**config.mk**
```make
export PLATFORM = sky130hd
export DESIGN_NAME = acq_frame_ctrl_flat
export DESIGN_NICKNAME = d
export VERILOG_FILES = /design/src/rtl/acq_frame_ctrl_if.sv /design/src/rtl/acq_frame_ctrl.sv /design/src/flat_wrapper.sv
export SDC_FILE = /design/constraint.sdc
export NUM_CORES = 1
export LEC_CHECK = 0
export CAP_MARGIN = 25
export CORE_ASPECT_RATIO = 0.7
export CORE_MARGIN = 5
export CORE_UTILIZATION = 45
export CTS_CLUSTER_SIZE = 8
export DETAILED_ROUTE_END_ITERATION = 10
export PLACE_DENSITY = 0.67
export SLEW_MARGIN = 20
export SYNTH_ARGS = -nofsm -noshare
export SYNTH_HDL_FRONTEND = slang
export SYNTH_SLANG_ARGS = --single-unit
```
**constraint.sdc**
```tcl
create_clock -name i_clk -period 3.1 [get_ports i_clk]
set_clock_uncertainty 0.1 [all_clocks]
set_input_delay 0.775 -clock i_clk [delete_from_list [all_inputs] [get_ports i_clk]]
set_output_delay 0.775 -clock i_clk [all_outputs]
set_load 0.05 [all_outputs]
```
**src/rtl/acq_frame_ctrl_if.sv**
```systemverilog
`default_nettype none
// +----------------------------------------------------------------------+
// | acq_frame_ctrl_if : capture-FIFO / Ethernet-session frame handshake  |
// | rev 1.0                                                              |
// +----------------------------------------------------------------------+
interface acq_frame_ctrl_if;
  logic i_fifo_empty;
  logic i_sink_full;
  logic o_fifo_rd;
  logic o_frame_wr;
  logic o_frame_start;
  logic o_frame_done;
  logic o_frame_abort;

  modport master (
    input  i_fifo_empty, i_sink_full,
    output o_fifo_rd, o_frame_wr, o_frame_start, o_frame_done, o_frame_abort
  );

  modport slave (
    output i_fifo_empty, i_sink_full,
    input  o_fifo_rd, o_frame_wr, o_frame_start, o_frame_done, o_frame_abort
  );
endinterface
`default_nettype wire

```
**src/rtl/acq_frame_ctrl.sv**
```systemverilog
`default_nettype none
// +----------------------------------------------------------------------+
// | acq_frame_ctrl : trigger-driven frame scheduler, capture FIFO -> ETH |
// | rev 1.0                                                              |
// +----------------------------------------------------------------------+
module acq_frame_ctrl #(
  parameter int          SYNC_STAGES = 2,
  parameter logic [15:0] TIMEOUT     = 16'd50000
) (
  input  wire logic        i_clk,
  input  wire logic        i_rst_n,
  input  wire logic        i_run,
  input  wire logic        i_trig,
  input  wire logic [15:0] i_frame_size,
  acq_frame_ctrl_if.master bus,
  output logic [15:0]      o_frame_cnt,
  output logic [7:0]       o_drop_cnt,
  output logic             o_busy
);

  typedef enum logic [1:0] {
    IDLE   = 2'd0,
    STREAM = 2'd1,
    CLOSE  = 2'd2
  } state_t;

  localparam logic [15:0] c_wd_last = TIMEOUT - 16'd1;

  state_t                 state_q;
  logic [SYNC_STAGES-1:0] sync_q;
  logic                   hist_q;
  logic                   rise_q;
  logic [15:0]            size_q;
  logic [15:0]            byte_q;
  logic [15:0]            wd_q;
  logic [15:0]            frame_cnt_q;
  logic [7:0]             drop_q;
  logic                   start_q;
  logic                   done_q;
  logic                   abort_q;

  logic [15:0]            eff_size_w;
  logic [15:0]            byte_d;
  logic [7:0]             drop_d;
  logic                   rd_w;

  // Odd sizes round down to whole 16-bit FIFO words.
  assign eff_size_w = i_frame_size & 16'hFFFE;
  assign rd_w       = (state_q == STREAM) & ~bus.i_fifo_empty & ~bus.i_sink_full;
  assign byte_d     = byte_q + 16'd2;
  assign drop_d     = (drop_q == 8'hFF) ? drop_q : drop_q + 8'd1;

  // Edge detect is registered so the FSM sees a clean one-cycle request.
  always_ff @(posedge i_clk) begin
    if (!i_rst_n) begin
      sync_q <= '0;
      hist_q <= 1'b0;
      rise_q <= 1'b0;
    end else begin
      sync_q <= {sync_q[SYNC_STAGES-2:0], i_trig};
      hist_q <= sync_q[SYNC_STAGES-1];
      rise_q <= sync_q[SYNC_STAGES-1] & ~hist_q;
    end
  end

  always_ff @(posedge i_clk) begin
    if (!i_rst_n) begin
      state_q     <= IDLE;
      size_q      <= '0;
      byte_q      <= '0;
      wd_q        <= '0;
      frame_cnt_q <= '0;
      drop_q      <= '0;
      start_q     <= 1'b0;
      done_q      <= 1'b0;
      abort_q     <= 1'b0;
    end else begin
      start_q <= 1'b0;
      done_q  <= 1'b0;
      abort_q <= 1'b0;
      if (rise_q && state_q != IDLE) begin
        drop_q <= drop_d;
      end
      case (state_q)
        IDLE: begin
          if (rise_q && i_run && eff_size_w != 16'd0) begin
            state_q <= STREAM;
            size_q  <= eff_size_w;
            byte_q  <= '0;
            wd_q    <= '0;
            start_q <= 1'b1;
          end
        end
        STREAM: begin
          // Run drop wins; a read issued this cycle still went to the sink.
          if (!i_run) begin
            state_q <= IDLE;
            abort_q <= 1'b1;
          end else if (rd_w) begin
            byte_q <= byte_d;
            wd_q   <= '0;
            if (byte_d == size_q) begin
              state_q <= CLOSE;
              done_q  <= 1'b1;
            end
          end else if (wd_q == c_wd_last) begin
            state_q <= IDLE;
            abort_q <= 1'b1;
          end else begin
            wd_q <= wd_q + 16'd1;
          end
        end
        CLOSE: begin
          state_q     <= IDLE;
          frame_cnt_q <= frame_cnt_q + 16'd1;
        end
        default: state_q <= IDLE;
      endcase
    end
  end

  assign bus.o_fifo_rd     = rd_w;
  assign bus.o_frame_wr    = (state_q == STREAM);
  assign bus.o_frame_start = start_q;
  assign bus.o_frame_done  = done_q;
  assign bus.o_frame_abort = abort_q;
  assign o_frame_cnt       = frame_cnt_q;
  assign o_drop_cnt        = drop_q;
  assign o_busy            = (state_q != IDLE);

endmodule
`default_nettype wire
```
**src/flat_wrapper.sv**
```systemverilog
// flat-port wrapper written by rule: the top's interface ports become plain ports
module acq_frame_ctrl_flat 
#(
  parameter int          SYNC_STAGES = 2,
  parameter logic [15:0] TIMEOUT     = 16'd50000
)
  (i_clk, i_rst_n, i_run, i_trig, i_frame_size, o_frame_cnt, o_drop_cnt, o_busy, bus_i_fifo_empty, bus_i_sink_full, bus_o_fifo_rd, bus_o_frame_wr, bus_o_frame_start, bus_o_frame_done, bus_o_frame_abort);
  acq_frame_ctrl_if bus_i ();
  input  wire logic i_clk;
  input  wire logic i_rst_n;
  input  wire logic i_run;
  input  wire logic i_trig;
  input  wire logic [15:0] i_frame_size;
  output logic [15:0] o_frame_cnt;
  output logic [7:0] o_drop_cnt;
  output logic o_busy;
  input wire logic [$bits(bus_i.i_fifo_empty)-1:0] bus_i_fifo_empty;
  input wire logic [$bits(bus_i.i_sink_full)-1:0] bus_i_sink_full;
  output wire logic [$bits(bus_i.o_fifo_rd)-1:0] bus_o_fifo_rd;
  output wire logic [$bits(bus_i.o_frame_wr)-1:0] bus_o_frame_wr;
  output wire logic [$bits(bus_i.o_frame_start)-1:0] bus_o_frame_start;
  output wire logic [$bits(bus_i.o_frame_done)-1:0] bus_o_frame_done;
  output wire logic [$bits(bus_i.o_frame_abort)-1:0] bus_o_frame_abort;
  assign bus_i.i_fifo_empty = bus_i_fifo_empty;
  assign bus_i.i_sink_full = bus_i_sink_full;
  assign bus_o_fifo_rd = bus_i.o_fifo_rd;
  assign bus_o_frame_wr = bus_i.o_frame_wr;
  assign bus_o_frame_start = bus_i.o_frame_start;
  assign bus_o_frame_done = bus_i.o_frame_done;
  assign bus_o_frame_abort = bus_i.o_frame_abort;
  acq_frame_ctrl #(.SYNC_STAGES(SYNC_STAGES), .TIMEOUT(TIMEOUT)) u_core (.i_clk(i_clk), .i_rst_n(i_rst_n), .i_run(i_run), .i_trig(i_trig), .i_frame_size(i_frame_size), .bus(bus_i), .o_frame_cnt(o_frame_cnt), .o_drop_cnt(o_drop_cnt), .o_busy(o_busy));
endmodule
```
==> results.tsv, run 1 <==
stage	metric	value	unit
final_layout	fillerInstances	771	
synth	synthArstFlopShare	0	%
placed_design	pre_cts_slack	0.1155	ns
global_routing	first_global_vias	3193	
routing	route.detailed.drc	0	
cts	cts_buffers	9	
cts	htreeDepth	3	
global_routing	gr-total-overflow	0	
sta	rsz0062_at_grt	no	
critical_path	startpoint	u_core.byte_q[5]$_SDFFE_PN0P_	
synth	synth_warnings	0	
critical_path	critical_path_class	reg -> reg	
final_layout	fin_area	4875	µm²
power	cellLeakagePower	1.684	nW
sta	tightest_slew	0.7460	ns
final_layout	drive_gt1_share	7.358	%
sta	maxSlewViolCount	0	
critical_path	endpoint	u_core.bus.o_frame_done$_SDFF_PN0_	
floorplan	initial_utilization	46.36	%
final_layout	synthToLayoutAreaGrowth	23.53	%
global_routing	grtUsageTotal	17.94	%
outcome	status	finished clean	
floorplan	core_area	8513	µm²
synth	syn_inst	479	
global_routing	grt_max_degree	43	
final_layout	multi_input_area	2185	µm²
cts	cts_sinks	79	
sta	finalHoldViolations	0	
floorplan	dieArea	10770	µm²
synth	syn_avg_cell_area	8.239	µm²
sta	fin_setup_tns	0	ns
power	ir_drop	0.2599	mV
sta	max-slew-margin-rel	50.05	%
hold_path	hp-class	reg -> reg	
cts	clkLatencyLatePin	0.34	ns
flow_run	drv_cap	0	
cts	path_clk_slew	0.06	ns
cts	post_cts_buffers	0	
floorplan	num_rows	28	
floorplan	io_pins	52	
sta	timing.hold.ws	0.2824	ns
sta	post-route-min-period	2.776	ns
sta	finalCritPeriodShare	89.56	%
routing	vias	3435	
global_routing	grt_pass1_wl	15.37	mm
routing	wl_per_cell	14.04	µm
synth	syn_nets	505	
critical_path	cp-end-kind	flop	
synth	ys_seq_elements	79	
sta	max_freq	0.3602	GHz
critical_path	cp.arrival	2.95	ns
floorplan	die_y	88.35	µm
placed_design	gp_congestion	0.8200	
cts	hold_buffers	0	
cts	clockRootBuffer	clkbuf_16	
routing	routed_wl	9.126	mm
sta	setup_viol	0	
routing	vias_per_cell	5.285	
floorplan	die_w	121.9	µm
final_layout	final_cells	650	
synth	synthesis.area	3946	µm²
critical_path	reg2regPathDepth	7	
cts	cts_buffer_depth	2	
hold_path	holdPathStages	1	
power	finalPower	2.128	mW
routing	drt_iter0_markers	291	
cts	cts_tree	done	
final_layout	regArea	1582	µm²
global_routing	grt_antenna_before_repair	0	
final_layout	antenna_cells	0	
critical_path	path_max_fanout	12	
routing	final_antenna_net_count	0	
final_layout	utilization	57.26	%
final_layout	nNetsFinal	552	
synth	synth_flop_cell	dfxtp_1	
critical_path	r2r_slack	0.32	ns
critical_path	required	3.28	ns
critical_path	crit_path_start_kind	flop	
synth	ys_types	53	
routing	firstDrtPassIters	5	
sta	final.setup.worst_slack	0.3237	ns
synth	synth-seq-area-share	40.08	%
placed_design	hpwlAfterDp	6.637	mm
synth	synth_edf_count	0	
placed_design	placed_area	4594	µm²
critical_path	timing.rr.end	u_core.bus.o_frame_done$_SDFF_PN0_	
cts	post_cts_resized	0	
power	p_per_area	436.5	nW/µm²
placed_design	dp_cells	635	
placed_design	io_buffers	50	
critical_path	reg2reg_from	u_core.byte_q[5]$_SDFFE_PN0P_	
## power by group
group          switching, mW  internal [mW]  leakage [nW]
Sequential           0.00334           1.02         0.637
Clock                  0.405          0.616         0.135
Combinational         0.0420         0.0408         0.912
## worst min path at each step
| stage | slack (ns) | to | from |
|---|---|---|---|
| floorplan | 0.27 | u_core.rise_q$_SDFF_PN0_ | u_core.hist_q$_SDFF_PN0_ |
| global placement | 0.27 | u_core.rise_q$_SDFF_PN0_ | u_core.hist_q$_SDFF_PN0_ |
| detailed placement | 0.27 | u_core.rise_q$_SDFF_PN0_ | u_core.hist_q$_SDFF_PN0_ |
| CTS | 0.28 | u_core.rise_q$_SDFF_PN0_ | u_core.hist_q$_SDFF_PN0_ |
| global route | 0.34 | u_core.rise_q$_SDFF_PN0_ | u_core.hist_q$_SDFF_PN0_ |
| finish | 0.28 | u_core.rise_q$_SDFF_PN0_ | u_core.hist_q$_SDFF_PN0_ |
## logic make-up after synthesis
| logic type | share of synthesized area [%] |
|---|---|
| XOR/XNOR | 11.10 |
| AND/OR/NAND/NOR | 27.96 |
| multiplexers | 0.5073 |
| adder cells (fa/ha/maj) | 1.268 |
| AO/OA/AOI/OAI | 14.52 |
| buffers and inverters | 4.566 |
| flip-flops | 40.08 |
## synthesized netlist by cell type (13+ instances only)
master    instances  share of area [%]
xnor2_1          32                7.1
xor2_1           18                4.0
nand4_1          13                2.1
dfxtp_1          79                 40
o21ai_0          21                2.7
nor2_1           53                5.0
nand3_1          30                3.8
clkbuf_1         19                1.8
a21oi_1          38                4.8
nand2_1          48                4.6
or3_1            14                2.2
## critical path: stages, from the launching register on
cell	delay, ns
dfxtp_1	0.53
nand4_1	0.40
or3_1	0.52
xnor2_1	0.15
o21a_1	0.17
nor4_1	0.46
buf_4	0.20
and4b_1	0.18
## sequential cells by signal, summed over array words and instances (netlist names), 2 cells and up
name and cells:
u_core.byte_q 15, u_core.size_q 15, u_core.o_drop_cnt 8, u_core.o_frame_cnt 16, u_core.wd_q 16, u_core.state_q 2, u_core.sync_q 2
## cells in the final DEF, fill, tap and decap left out, types with 6 or more instances in the layout
cell              n
a211oi_1          9
a21oi_1          38
and2_1            6
and3_1            9
buf_4            11
clkbuf_16         9
clkdlybuf4s50_1  49
dfxtp_1          79
inv_1            10
nand2_1          48
nand3_1          30
nand4_1          13
nor2_1           53
nor3_1           10
nor4_1            7
o21ai_0          21
or3_1            14
xnor2_1          32
xor2_1           18
## area by class of cell
| class | instances | share of cell area (%) |
|---|---|---|
| tap | 120 | 3.080 |
| timing repair buffer | 63 | 12.99 |
| clock buffer | 11 | 4.774 |
| inverter | 12 | 0.9240 |
| multi-input combinational | 361 | 44.82 |
| clock inverter | 4 | 0.9754 |
| sequential | 79 | 32.44 |
## layer usage
layer | vias up | GRT usage (%) | wire length [µm] | part of all wire, %
met5 | - | 0 | 0 | 0
met4 | 0 | 5.900 | 118 | 1.3
met3 | 10 | 5.176 | 477 | 5.2
met2 | 75 | 27.35 | 3951 | 43
met1 | 1576 | 24.61 | 4578 | 50
li1 | 1774 | - | - | -
Note: power is estimated with default switching activity, not from simulation.
==> run 2, diff against run 1 <==
Settings changed: CORE_UTILIZATION 45 to 32, GPL_ROUTABILITY_DRIVEN from default to 1, PLACE_DENSITY 0.67 to default.
==> results.tsv, run 2 (synthesized netlist as in run 1, its figures left out) <==
stage	metric	value	unit
placed_design	dp_cells	672	
cts	post_cts_buffers	0	
final_layout	antenna_cells	0	
critical_path	critical_path_class	reg -> out	
floorplan	core_area	11890	µm²
power	p_per_area	429.9	nW/µm²
hold_path	holdPathStages	1	
floorplan	num_rows	33	
critical_path	timing.rr.end	u_core.bus.o_frame_done$_SDFF_PN0_	
global_routing	grt_max_degree	52	
placed_design	io_buffers	50	
critical_path	crit_path_start_kind	flop	
sta	maxSlewViolCount	0	
global_routing	grt_pass1_wl	16.28	mm
cts	path_clk_slew	0.06	ns
outcome	status	finished clean	
final_layout	final_common_cell	dfxtp_1	
critical_path	path_max_fanout	10	
sta	max-slew-margin-rel	49.41	%
global_routing	grt_antenna_before_repair	0	
final_layout	utilization	41.32	%
routing	route.detailed.drc	0	
hold_path	hp-class	reg -> reg	
sta	rsz0062_at_grt	no	
sta	timing.hold.ws	0.2945	ns
critical_path	r2r_slack	0.46	ns
routing	vias	3473	
cts	cts_sinks	79	
floorplan	die_y	102.9	µm
sta	tightest_slew	0.7555	ns
flow_run	drv_cap	0	
sta	setup_viol	0	
critical_path	reg2regPathDepth	8	
placed_design	gp_congestion	0.8992	
cts	cts_buffer_depth	2	
final_layout	drive_gt1_share	7.721	%
cts	cts_buffers	9	
floorplan	die_w	142.7	µm
global_routing	gr-total-overflow	0	
routing	wl_per_cell	14.23	µm
hold_path	min_to	u_core.rise_q$_SDFF_PN0_	
global_routing	first_global_vias	3158	
critical_path	cpPeakStageDelay	0.84	ns
sta	max_freq	0.3683	GHz
routing	final_antenna_net_count	0	
floorplan	dieArea	14690	µm²
final_layout	synthToLayoutAreaGrowth	24.51	%
routing	drt_iter0_markers	281	
critical_path	cp-end-kind	primary output	
hold_path	min-delay-start	u_core.hist_q$_SDFF_PN0_	
sta	finalHoldViolations	0	
placed_design	placed_area	4628	µm²
cts	htreeDepth	3	
placed_design	hpwlAfterDp	7.046	mm
power	cellLeakagePower	1.679	nW
routing	vias_per_cell	5.048	
critical_path	cp.arrival	1.84	ns
routing	firstDrtPassIters	4	
global_routing	grtUsageTotal	13.95	%
floorplan	io_pins	52	
power	ir_drop	0.2404	mV
final_layout	final_cell_mix	79 x dfxtp_1, 53 x nor2_1, 49 x clkdlybuf4s50_1	
cts	post_cts_resized	0	
sta	post-route-min-period	2.715	ns
cts	cts_tree	done	
final_layout	final_cells	688	
routing	routed_wl	9.790	mm
critical_path	startpoint	u_core.state_q[1]$_SDFFE_PN0P_	
critical_path	slowest_stage	clkdlybuf4s50_1	
critical_path	required	2.22	ns
cts	hold_buffers	0	
final_layout	fin_area	4913	µm²
final_layout	nNetsFinal	552	
cts	clockRootBuffer	clkbuf_16	
critical_path	path_cells	nand2b_1 -> inv_2 -> clkdlybuf4s50_1	
floorplan	initial_utilization	33.19	%
critical_path	reg2reg_from	u_core.byte_q[1]$_SDFFE_PN0P_	
sta	fin_setup_tns	0	ns
sta	finalCritPeriodShare	87.59	%
cts	clkLatencyLatePin	0.34	ns
## run 2: changes by cell type in the layout (fill, tap and decap cells not counted), sizes merged
cell	previous run	this run
clkbuf	11	12
inv	11	12
bufinv	1	0
clkinvlp	1	2
clkinv	3	2
## run 2: routing by layer
metal  global-route usage (%)  wire length [µm]
met5                        0                 0
met2                    19.77              4128
met4                    4.164               136
met3                    3.616               522
met1                    20.66              5002
## run 2: layout make-up
cell class	count	area, µm²
clock buffers	12	256.5
clock inverters	4	28.78
fillers	1192	6978
inverters	12	45.04
multi-input cells	361	2185
flip-flops and latches	79	1582
well taps	157	196.4
repair buffers	63	620.6
## run 2: how the worst max path moves through the flow
stage	depth (start not counted)	slack [ns]	endpoint
2_1_floorplan	1	0.30	bus_o_fifo_rd
3_3_place_gp	6	0.11	u_core.wd_q[15]$_SDFFE_PN0P_
3_5_place_dp	6	0.13	u_core.wd_q[15]$_SDFFE_PN0P_
4_1_cts	3	0.37	bus_o_frame_wr
5_1_grt	8	0.25	u_core.bus.o_frame_done$_SDFF_PN0_
6_report	3	0.38	bus_o_frame_wr
## run 2: critical path: cells and delay by family, from the launching register on
family	cells	cell delay (ns)
buf+inv	2	1.02
flops	1	0.31
simple gates	1	0.17
## run 2: power breakdown
group / internal, mW / total (mW) / switching [mW]
logic: 0.0381 / 0.0803 / 0.0422
registers: 1.02 / 1.02 / 0.00390
clock network: 0.587 / 1.01 / 0.421
## run 2: metrics by stage
stage	power, mW	setup WS [ns]
2_1_floorplan	1.082	0.3046
3_3_place_gp	1.127	0.1139
3_5_place_dp	1.127	0.1292
4_1_cts	2.139	0.3746
5_1_grt	2.194	0.2454
6_report	2.113	0.3847
